===== src/rtl/pc_sequencer_if.sv =====
// Fetch/redirect/hazard handshake bundle between the pipeline and the PC sequencer.
// The master side raises requests; the slave (the sequencer) returns PC, stall/flush and counters.
interface pc_sequencer_if #(
    parameter int CNT_W = 16
);
    logic              imemReady;
    logic              memBusy;
    logic              loadUse;
    logic              decRedirect;
    logic [31:0]       decTarget;
    logic              exeRedirect;
    logic [31:0]       exeTarget;
    logic [31:0]       pc;
    logic              ifStall;
    logic              decStall;
    logic              exeStall;
    logic              ifFlush;
    logic              decFlush;
    logic              misalign;
    logic [CNT_W-1:0]  redirectCount;
    logic [CNT_W-1:0]  bubbleCount;

    modport master (
        output imemReady, memBusy, loadUse, decRedirect, decTarget, exeRedirect, exeTarget,
        input  pc, ifStall, decStall, exeStall, ifFlush, decFlush, misalign,
               redirectCount, bubbleCount
    );

    modport slave (
        input  imemReady, memBusy, loadUse, decRedirect, decTarget, exeRedirect, exeTarget,
        output pc, ifStall, decStall, exeStall, ifFlush, decFlush, misalign,
               redirectCount, bubbleCount
    );
endinterface


===== src/rtl/pc_sequencer.sv =====
// Program counter owner: arbitrates redirects and hazards by fixed priority, drives
// pipeline stall/flush controls, and keeps saturating redirect/bubble counters.
module pc_sequencer #(
    parameter logic [31:0] RESET_VECTOR = 32'h0000_0000,
    parameter int          CNT_W        = 16
) (
    input  logic           Clock,
    input  logic           nReset,
    pc_sequencer_if.slave  bus
);
    typedef enum logic [1:0] {RUN, REDIRECT, LOAD_BUBBLE} state_t;

    state_t            state, nextState;
    logic [31:0]       pcReg, nextPc;
    logic [CNT_W-1:0]  redirectCnt, bubbleCnt;
    logic              incRedirect, incBubble;
    logic              ifStall, decStall, exeStall, ifFlush, decFlush, misalign;

    // Priority: memBusy > exeRedirect > decRedirect > loadUse > normal fetch.
    always_comb begin
        nextState   = state;
        nextPc      = pcReg;
        incRedirect = 1'b0;
        incBubble   = 1'b0;
        ifStall     = 1'b0;
        decStall    = 1'b0;
        exeStall    = 1'b0;
        ifFlush     = 1'b0;
        decFlush    = 1'b0;
        misalign    = 1'b0;
        if (!nReset) begin
            ifFlush  = 1'b1;
            decFlush = 1'b1;
        end else if (bus.memBusy) begin
            ifStall  = 1'b1;
            decStall = 1'b1;
            exeStall = 1'b1;
        end else if (bus.exeRedirect) begin
            nextPc      = {bus.exeTarget[31:2], 2'b00};
            nextState   = REDIRECT;
            ifFlush     = 1'b1;
            decFlush    = 1'b1;
            incRedirect = 1'b1;
            misalign    = |bus.exeTarget[1:0];
        end else if (bus.decRedirect && state != REDIRECT) begin
            nextPc      = {bus.decTarget[31:2], 2'b00};
            nextState   = REDIRECT;
            ifFlush     = 1'b1;
            incRedirect = 1'b1;
            misalign    = |bus.decTarget[1:0];
        end else if (bus.loadUse && state == RUN) begin
            nextState = LOAD_BUBBLE;
            ifStall   = 1'b1;
            decFlush  = 1'b1;
            incBubble = 1'b1;
        end else if (bus.imemReady) begin
            nextPc    = pcReg + 32'd4;
            nextState = RUN;
        end else begin
            // REDIRECT keeps waiting for the target fetch; LOAD_BUBBLE drops back to RUN.
            ifFlush = 1'b1;
            if (state == LOAD_BUBBLE) begin
                nextState = RUN;
            end
        end
    end

    always_ff @(posedge Clock or negedge nReset) begin
        if (!nReset) begin
            state       <= RUN;
            pcReg       <= RESET_VECTOR;
            redirectCnt <= '0;
            bubbleCnt   <= '0;
        end else begin
            state <= nextState;
            pcReg <= nextPc;
            if (incRedirect && redirectCnt != '1) begin
                redirectCnt <= redirectCnt + 1'b1;
            end
            if (incBubble && bubbleCnt != '1) begin
                bubbleCnt <= bubbleCnt + 1'b1;
            end
        end
    end

    assign bus.pc            = pcReg;
    assign bus.ifStall       = ifStall;
    assign bus.decStall      = decStall;
    assign bus.exeStall      = exeStall;
    assign bus.ifFlush       = ifFlush;
    assign bus.decFlush      = decFlush;
    assign bus.misalign      = misalign;
    assign bus.redirectCount = redirectCnt;
    assign bus.bubbleCount   = bubbleCnt;
endmodule


===== src/flat_wrapper.sv =====
// flat-port wrapper written by rule: the top's interface ports become plain ports
module pc_sequencer_flat 
#(
    parameter logic [31:0] RESET_VECTOR = 32'h0000_0000,
    parameter int          CNT_W        = 16
)
  (Clock, nReset, bus_imemReady, bus_memBusy, bus_loadUse, bus_decRedirect, bus_decTarget, bus_exeRedirect, bus_exeTarget, bus_pc, bus_ifStall, bus_decStall, bus_exeStall, bus_ifFlush, bus_decFlush, bus_misalign, bus_redirectCount, bus_bubbleCount);
  pc_sequencer_if #(.CNT_W(CNT_W)) bus_i ();
  input  logic Clock;
  input  logic nReset;
  input wire logic [$bits(bus_i.imemReady)-1:0] bus_imemReady;
  input wire logic [$bits(bus_i.memBusy)-1:0] bus_memBusy;
  input wire logic [$bits(bus_i.loadUse)-1:0] bus_loadUse;
  input wire logic [$bits(bus_i.decRedirect)-1:0] bus_decRedirect;
  input wire logic [$bits(bus_i.decTarget)-1:0] bus_decTarget;
  input wire logic [$bits(bus_i.exeRedirect)-1:0] bus_exeRedirect;
  input wire logic [$bits(bus_i.exeTarget)-1:0] bus_exeTarget;
  output wire logic [$bits(bus_i.pc)-1:0] bus_pc;
  output wire logic [$bits(bus_i.ifStall)-1:0] bus_ifStall;
  output wire logic [$bits(bus_i.decStall)-1:0] bus_decStall;
  output wire logic [$bits(bus_i.exeStall)-1:0] bus_exeStall;
  output wire logic [$bits(bus_i.ifFlush)-1:0] bus_ifFlush;
  output wire logic [$bits(bus_i.decFlush)-1:0] bus_decFlush;
  output wire logic [$bits(bus_i.misalign)-1:0] bus_misalign;
  output wire logic [$bits(bus_i.redirectCount)-1:0] bus_redirectCount;
  output wire logic [$bits(bus_i.bubbleCount)-1:0] bus_bubbleCount;
  assign bus_i.imemReady = bus_imemReady;
  assign bus_i.memBusy = bus_memBusy;
  assign bus_i.loadUse = bus_loadUse;
  assign bus_i.decRedirect = bus_decRedirect;
  assign bus_i.decTarget = bus_decTarget;
  assign bus_i.exeRedirect = bus_exeRedirect;
  assign bus_i.exeTarget = bus_exeTarget;
  assign bus_pc = bus_i.pc;
  assign bus_ifStall = bus_i.ifStall;
  assign bus_decStall = bus_i.decStall;
  assign bus_exeStall = bus_i.exeStall;
  assign bus_ifFlush = bus_i.ifFlush;
  assign bus_decFlush = bus_i.decFlush;
  assign bus_misalign = bus_i.misalign;
  assign bus_redirectCount = bus_i.redirectCount;
  assign bus_bubbleCount = bus_i.bubbleCount;
  pc_sequencer #(.RESET_VECTOR(RESET_VECTOR), .CNT_W(CNT_W)) u_core (.Clock(Clock), .nReset(nReset), .bus(bus_i));
endmodule

===== config.mk =====
export PLATFORM = sky130hd
export DESIGN_NAME = pc_sequencer_flat
export DESIGN_NICKNAME = d
export VERILOG_FILES = /design/src/rtl/pc_sequencer_if.sv /design/src/rtl/pc_sequencer.sv /design/src/flat_wrapper.sv
export SDC_FILE = /design/constraint.sdc
export NUM_CORES = 1
export LEC_CHECK = 0
export BUFFER_PORTS_ARGS = -buffer_cell sky130_fd_sc_hd__buf_2
export CORE_MARGIN = 5
export CORE_UTILIZATION = 40
export CTS_BUF_LIST = sky130_fd_sc_hd__clkbuf_2 sky130_fd_sc_hd__clkbuf_4 sky130_fd_sc_hd__clkbuf_8
export CTS_CLUSTER_DIAMETER = 50
export DETAILED_ROUTE_END_ITERATION = 16
export HOLD_SLACK_MARGIN = 0.06
export PLACE_DENSITY = 0.71
export SLEW_MARGIN = 10
export SYNTH_ARGS = -nofsm -noshare
export SYNTH_HDL_FRONTEND = slang
export SYNTH_SLANG_ARGS = --single-unit

===== constraint.sdc =====
create_clock -name Clock -period 4.14 [get_ports Clock]
set_input_delay 0.621 -clock Clock [delete_from_list [all_inputs] [get_ports Clock]]
set_output_delay 0.621 -clock Clock [all_outputs]
set_load 0.02 [all_outputs]

==> metrics.yaml, run 1 <==
netlist.area_leader.share_pct: 38.8
min_path_type: "in -> async"
critPathSlowestCell: "buf_2"
cts_tree: "built"
yosysSeqAreaShare_pct: 38.8
syn_to_final_growth_pct: 24.9
drtPass1Iterations: 5
portBuffers: 138
r2r_start: "u_core.state[1]"
synthFlopType: "dfrtp_1"
dieArea_um2: 12400
leakage_nw: 2.30
finalSetupTns_ps: 0
ant_nets: 0
min_period_over_period_pct: 69.0
critPathCaptureType: "output port"
post_cts_buffers: 0
die_w_um: 112
drive_gt1_share_pct: 30.7
cp.arrival_ps: 2230
drv_slew: 0
ys_top_cells_by_area: "dfrtp_1, xnor2_1, a21oi_1, nand3_1, nand2_1"
path_buf_inv: 5
p_per_area_nw_per_um2: 438
ys_ff_latch: 64
finalWeightedCongestion: 0.896
crit_fanout: 29
remaining_drc_errors: 0
hold_buffers: 0
nets: 668
reg2reg_slack_ps: 1580
cts.sinks: 64
post_synth_instance_area_um2: 4130
dp.cells: 719
crit_required_ps: 3520
start_util_pct: 40.5
antenna_found_initial: 0
max-slew-margin-rel_pct: 40.2
drt_wl_total_um: 13100
final_cells: 735
path_class: "in -> out"
dieHeight_um: 112
row_count: 37
async_flop_share_pct: 100
post-dp-hpwl_um: 9620
tightest_slew_ps: 895
finalClockSkew_ps: 9.17
cts_buffers: 9
boundaryPins: 141
worstPathCellList: "buf_2 -> inv_1 -> buf_4 -> o21ai_0 -> buf_4 -> nand2_1 -> a211oi_1 -> buf_2"
slowest_delay_ps: 450
status: "complete, no violations"
wl_per_cell_um: 17.9
cts_buffer_depth: 2
max_cap_violations: 0
grt_pass1_vias: 4211
grt_pass1_wl_um: 21300
irDropWorstVdd_v: 0.000387
num_vias: 4344
synth_cell_types: 66
clk_latency_ps: 340
rr_worst_depth: 6
ys_warn_count: 0
grt_max_degree: 45
multiInputGateArea_um2: 2350
antenna_cells: 0
drt_iter0_drc: 293
post-route-min-period_ps: 2860
synth_largest_area_cell: "dfrtp_1"
reg2reg_to: "u_core.bus.pc[8]"
synthCells: 463
overflow: 0
grt_setup_unrepaired: "false"
cp-start-kind: "input pin"
register_area_um2: 1600
synth_area_per_cell_um2: 8.91
placeableCoreArea_um2: 10200
clk_pin_slew_ps: 70
crit_start: "bus_exeRedirect"
grt_usage_pct: 20.7
cts_resized: 0
clock.fmax_ghz: 0.350
synth_edf_count: 0
vias_per_cell: 5.91
hold_viol: 0
fillers: 1003
cts-root-buf: "clkbuf_8"
crit_family: "buffers and inverters"
synth_most_common_cell: "dfrtp_1"
synthTopCellsByCount: "dfrtp_1, nand2_1, a21oi_1"
h-tree-depth: 3
setup_viol: 0
## placed cells by master (no fill, tap or decap), drive strengths merged, types with 10 or more instances in the layout
cell type	instances
nor3	13
nand2b	10
nand2	40
nand4	24
xnor2	23
nor2	34
a21oi	33
and3	16
buf	146
dfrtp	64
nand3	32
clkbuf	11
o21ai	24
## state kept, by name, indices dropped and copies added (netlist names)
signal,flops
u_core.state,2
u_core.bus.redirectCount,16
u_core.bus.pc,30
u_core.bus.bubbleCount,16
## layout make-up
cell class | instances | share of cell area (%)
Multi-Input combinational cell | 365 | 45.6
Sequential cell | 64 | 31.1
Timing Repair Buffer | 146 | 14.6
Tap cell | 136 | 3.30
Clock buffer | 11 | 2.82
Clock inverter | 5 | 2.02
Inverter | 8 | 0.583
## kinds of logic (layout without fill, tap and decap cells)
logic type      count (synthesis)  count (layout)  synth area share, %
compound gates                126             126                 21.8
xor+xnor                       32              32                 6.79
fa+ha+maj                       3               3                0.910
buf+inv                        35             170                 4.31
flops                          64              64                 38.8
mux                             7               7                 1.85
other cells                     1               2               0.0909
simple gates                  195             195                 25.4
## where the power goes
group / leakage [nW] / switching [W] / internal, W / total, W
registers: 0.801 / 0.000159 / 0.000727 / 0.000886
clock network: 0.127 / 0.000251 / 0.000424 / 0.000675
logic: 1.37 / 0.000432 / 0.000266 / 0.000698
total: 2.30 / 0.000842 / 0.00142 / 0.00226
## per-stage QoR
stage	setup slack, ps	hold slack (ps)	total power (W)	instance area [µm²]	util [%]
6_report	1280	342	0.00226	5150	50.6
5_1_grt	1130	341	0.00238	5150	50.6
4_1_cts	1290	326	0.00227	5150	50.6
3_5_place_dp	1290	481	0.00159	4900	48.1
3_3_place_gp	1320	470	0.00156	4900	48.1
2_1_floorplan	1630	325	0.00132	4130	-
## layer usage
metal,up-vias,global-route usage (%),routed length (µm)
li1,1994,-,-
met1,2100,27.7,5660
met2,227,32.5,5940
met3,23,6.09,1290
met4,0,6.08,227
met5,-,0,0
## worst max path at each step
| stage | slack, ps | depth (start not counted) | end |
|---|---|---|---|
| floorplan | 1630 | 5 | bus_misalign |
| global placement | 1320 | 8 | bus_misalign |
| detailed placement | 1290 | 8 | bus_misalign |
| CTS | 1290 | 8 | bus_misalign |
| global route | 1130 | 8 | bus_misalign |
| finish | 1280 | 8 | bus_misalign |
No activity file was read; power rests on OpenSTA's default activity.
==> run 2, diff against run 1 <==
PLACE_DENSITY = 0.74   (was 0.71)
clock period = 2.5 ns   (was 4.14 ns; I/O delays follow)
==> run 2 against run 1 <==
  * Register-to-register slack got worse by 1400 ps
  * Combinational power is 68% higher
  * Global-route usage up 0.18 points
  * Total power grew 57%
  * Cell count increased by 0.95%
  * Sequential power is 66% higher
  * Critical endpoint unchanged
  * Sequential share of layout area is 0.083 points lower
  * Critical path type is now reg -> out
  * Core utilization increased by 0.14 points
  * Critical path depth decreased by 3
==> metrics.yaml, run 2 (synthesis results as in run 1) <==
fillers: 1002  # -0.10%
drtPass1Iterations: 4  # -1
num_vias: 4294  # -1.2%
drive_gt1_share_pct: 31.5  # +0.80 points
die_w_um: 112  # unchanged
cp-start-kind: "register"
min_period_over_period_pct: 91.6
critPathCaptureType: "output port"
cts_buffers: 9  # unchanged
post_cts_buffers: 0  # unchanged
grt_setup_unrepaired: "false"
max-slew-margin-rel_pct: 63.6  # +23 points
max_cap_violations: 0  # unchanged
drt_wl_total_um: 13200  # +0.30%
tightest_slew_ps: 541  # -354 ps
min_path_type: "in -> async"
cp.arrival_ps: 1910  # -320 ps
placed_cell_area_um2: 4970  # +1.5%
antenna_cells: 0  # unchanged
remaining_drc_errors: 0  # unchanged
dieArea_um2: 12400  # unchanged
finalClockSkew_ps: 13.5  # +4.30 ps
finalSetupTns_ps: 0  # unchanged
antenna_found_initial: 0  # unchanged
p_per_area_nw_per_um2: 684  # +56%
largest_reg_flops: 30  # unchanged
p_comb_share_pct: 33.2  # +2.3 points
setup_viol: 0  # unchanged
h-tree-depth: 3  # unchanged
drv_slew: 0  # unchanged
hold_buffers: 0  # unchanged
cts_resized: 0  # unchanged
hold_viol: 0  # unchanged
post-route-min-period_ps: 2290
drt_iter0_drc: 281  # -4.1%
overflow: 0  # unchanged
cts_buffer_depth: 2  # unchanged
path_class: "reg -> out"
switching_share_pct: 39.2  # +1.9 points
crit_fanout: 7  # -76%
finalWeightedCongestion: 0.913  # +1.9%
pwr-share-clk_pct: 25.3  # -4.6 points
nets: 676  # +1.2%
status: "complete, no violations"
grt_usage_pct: 20.9  # +0.18 points
power_switching_w: 0.00139  # +65%
final_area_um2: 5160  # +0.27%
clk_latency_ps: 350  # about the same
grt_pass1_vias: 4273  # +1.5%
post-dp-hpwl_um: 9690  # +0.76%
register_area_um2: 1600  # unchanged
leakage_nw: 2.32  # +0.85%
layout_commonest_cell: "buf_2"
cts_tree: "built"
multiInputGateArea_um2: 2350  # unchanged
clock.fmax_ghz: 0.437
vias_per_cell: 5.79  # -2.1%
syn_to_final_growth_pct: 25.2
row_count: 37  # unchanged
start_util_pct: 40.5  # unchanged
cts.sinks: 64  # unchanged
dieHeight_um: 112  # unchanged
portBuffers: 138  # unchanged
pwr-share-seq_pct: 41.5  # +2.3 points
grt_max_degree: 37  # -18%
placeableCoreArea_um2: 10200  # unchanged
p_int_w: 0.00215  # +52%
crit_required_ps: 2120  # -1400 ps
wl_per_cell_um: 17.7  # -0.64%
grt_pass1_wl_um: 21500  # +1.1%
ant_nets: 0  # unchanged
boundaryPins: 141  # unchanged
irDropWorstVdd_v: 0.000385  # -0.53%
clk_pin_slew_ps: 70  # about the same
cts-root-buf: "clkbuf_8"
layout_common_cells: "buf_2, dfrtp_1, nand2_1"
[run 2: cell types whose count changed in the layout (fill, tap and decap cells not counted), sizes merged]
cell and delta:
buf +8, bufinv -2, clkinv +1
[run 2: final timing paths]
path | slack, ps | cells past startpoint | start | to
min in group Clock | 330 | 3 | bus_exeTarget[7] | u_core.bus.pc[7]
setup / recovery | 210 | 5 | u_core.state[0] | bus_misalign
setup reg to reg | 220 | 6 | u_core.bus.pc[2] | u_core.bus.pc[16]
max in group asynchronous | 1960 | 2 | nReset | u_core.bus.pc[10]
hold reg to reg | 490 | 1 | u_core.bus.bubbleCount[5] | u_core.bus.bubbleCount[5]
hold / removal | 160 | 2 | nReset | u_core.bus.bubbleCount[12]
[run 2: final cells by class]
type / instances / share of cell area (%)
Tap cell: 136 / 3.29
Timing Repair Buffer: 154 / 15.9
Sequential cell: 64 / 31.0
Multi-Input combinational cell: 365 / 45.5
Clock buffer: 11 / 2.81
Clock inverter: 4 / 0.872
Inverter: 8 / 0.581
[run 2: metal layers]
layer	track usage (%)	share of wire, %
met1	28.0	43
met2	33.5	47
met3	4.57	8.6
met4	6.81	1.3
met5	0	0
[run 2: power by group through the flow]
stage	Clock (W)	Sequential, W	Combinational (W)
after floorplan	0	0.00162	0.000568
after global placement	0	0.00146	0.00115
after detailed placement	0	0.00148	0.00118
after CTS	0.000914	0.00146	0.00118
after global routing	0.000960	0.00150	0.00128
final	0.000894	0.00147	0.00117
[run 2: critical path, cell delays in order (launching register included)]
cell and delay, ps:
dfrtp_1 450, nor2b_1 190, o21ai_0 350, nand2_1 200, a211oi_1 190, buf_2 200
[run 2: metrics by stage]
| stage | std cells | hold WS, ps | setup WS, ps | util, % | total power (W) |
|---|---|---|---|---|---|
| after CTS | 742 | 163 | 161 | 50.7 | 0.00355 |
| after floorplan | 464 | 79.4 | 427 | - | 0.00219 |
| after detailed placement | 727 | 481 | 289 | 48.8 | 0.00265 |
| after global routing | 742 | 194 | 45.8 | 50.7 | 0.00374 |
| final | 742 | 163 | 211 | 50.7 | 0.00353 |
| after global placement | 727 | 474 | 409 | 48.8 | 0.00261 |
==> run 3, diff against run 2 <==
CORE_MARGIN = not set   (was 5)
==> run 3 against run 2 <==
  * First-iteration DRC count is 23% lower
  * Flip-flop and latch count unchanged
  * Clock skew is 6.4 ps lower
  * Fmax increased by 2.0%
  * Global-route usage is 2.9 points higher
  * Clock power grew 26%
  * Count of clock-buffer cells in the layout did not move
  * Core utilization rose by 2.3 points
  * Highest routed layer unchanged
  * Non-clock buffer count is 1 lower
  * Register-to-register slack gained 40 ps
  * Routed wire length shrank 4.7%
==> metrics.yaml, run 3 (synthesis results as in run 1) <==
reg2reg_slack_ps: 260  # +40 ps
dieArea_um2: 10700  # -14%
drt_iter0_drc: 217  # -23%
largest_reg_flops: 30  # unchanged
cts_buffers: 9  # unchanged
met2_usage_pct: 37.1  # +3.5 points
ant_nets: 0  # unchanged
crit_fanout: 8  # +1
path_class: "reg -> reg"
boundaryPins: 141  # unchanged
cts_resized: 0  # unchanged
register_area_um2: 1600  # unchanged
cts.sinks: 64  # unchanged
grt_setup_unrepaired: "false"
drtPass1Iterations: 5  # +1
layout_commonest_cell: "buf_2"
row_count: 36  # -2.7%
num_vias: 4301  # +0.16%
dieHeight_um: 104  # -7.2%
use_met3_pct: 5.85  # +1.3 points
cts_tree: "built"
vias_per_cell: 5.82  # +0.57%
cp-start-kind: "register"
grt_max_degree: 69  # +86%
start_util_pct: 41.8  # +1.3 points
grt_usage_pct: 23.8  # +2.9 points
crit_required_ps: 2730  # +610 ps
leakage_nw: 2.34  # +0.95%
post-route-min-period_ps: 2240  # -44.7 ps
portBuffers: 138  # unchanged
layout_common_cells: "buf_2, dfrtp_1, nand2_1"
grt_pass1_wl_um: 20600  # -4.3%
finalWeightedCongestion: 0.896  # -1.9%
setup_viol: 0  # unchanged
min_period_over_period_pct: 89.8  # -1.8 points
tightest_slew_ps: 890  # +349 ps
fillers: 951  # -5.1%
antenna_found_initial: 0  # unchanged
post-dp-hpwl_um: 9220  # -4.8%
placeableCoreArea_um2: 9860  # -3.1%
remaining_drc_errors: 0  # unchanged
final_util_pct: 53.0  # +2.3 points
clk_pin_slew_ps: 70  # about the same
wl_per_cell_um: 17.0  # -4.3%
clock.fmax_ghz: 0.445  # +2.0%
syn_to_final_growth_pct: 26.8
p_per_area_nw_per_um2: 722  # +5.4%
critPathCaptureType: "register"
post_cts_buffers: 0  # unchanged
finalSetupTns_ps: 0  # unchanged
cts-root-buf: "clkbuf_8"
drv_slew: 0  # unchanged
grt_use_met1_pct: 31.6  # +3.5 points
die_w_um: 104  # -7.2%
min_path_type: "in -> async"
nets: 675  # -0.15%
max_cap_violations: 0  # unchanged
finalClockSkew_ps: 7.05  # -6.42 ps
clk_latency_ps: 340  # about the same
grt_pass1_vias: 4146  # -3.0%
cts_buffer_depth: 2  # unchanged
status: "complete, no violations"
multiInputGateArea_um2: 2350  # unchanged
drive_gt1_share_pct: 31.5  # unchanged
antenna_cells: 0  # unchanged
cp.arrival_ps: 2470  # +560 ps
hold_viol: 0  # unchanged
max-slew-margin-rel_pct: 40.7  # -23 points
grt-busiest-layer: "met2"
drt_wl_total_um: 12500  # -4.7%
overflow: 0  # unchanged
hold_buffers: 0  # unchanged
h-tree-depth: 3  # unchanged
irDropWorstVdd_v: 0.000456  # +18%
## run 3: changes by cell type in the layout (fill, tap and decap cells not counted), sizes merged
cell	before	now
bufinv	1	3
clkinv	3	1
buf	154	153
clkinvlp	0	1
## run 3: path summary, 6_finish.rpt
path                                             start                          end  depth (start not counted)
min reg2reg                u_core.bus.redirectCount[5]  u_core.bus.redirectCount[5]                          1
max reg2reg                           u_core.bus.pc[2]            u_core.bus.pc[16]                          6
max in group asynchronous                       nReset  u_core.bus.redirectCount[5]                          2
min in group Clock                    bus_exeTarget[5]             u_core.bus.pc[5]                          3
min                                             nReset    u_core.bus.bubbleCount[6]                          2
max                                   u_core.bus.pc[2]            u_core.bus.pc[16]                          6
## run 3: where the power goes
part / internal [W] / switching [W]
Clock: 0.000716 / 0.000419
Combinational: 0.000462 / 0.000708
Sequential: 0.00120 / 0.000266
Total: 0.00238 / 0.00139
## run 3: final cells by class
cell class | instances | area share [%]
Inverter | 8 | 0.574
Multi-Input combinational cell | 365 | 44.9
Timing Repair Buffer | 153 | 15.8
Clock buffer | 11 | 2.89
Sequential cell | 64 | 30.6
Clock inverter | 5 | 1.96
Tap cell | 133 | 3.18
## run 3: metrics by stage
step | hold slack [ps] | cell area (µm²) | power, W | setup slack, ps | std cells
global placement | 475 | 4980 | 0.00261 | 413 | 723
floorplan | 79.4 | 4130 | 0.00219 | 427 | 464
CTS | 328 | 5230 | 0.00379 | 229 | 739
detailed placement | 480 | 4980 | 0.00264 | 321 | 723
finish | 295 | 5230 | 0.00377 | 255 | 739
global route | 344 | 5230 | 0.00398 | 106 | 739
## run 3: worst max-delay path: stages (launching register included)
cell	delay [ps]
dfrtp_1	480
ha_1	280
nand4_1	270
nor3_2	500
nand3_1	170
a31o_2	260
a32o_1	190
## run 3: routing by layer
metal	vias to the layer above	wire length (µm)
met5	-	0
met4	0	201
met3	20	1270
met2	244	5760
met1	2035	5320
li1	2002	-
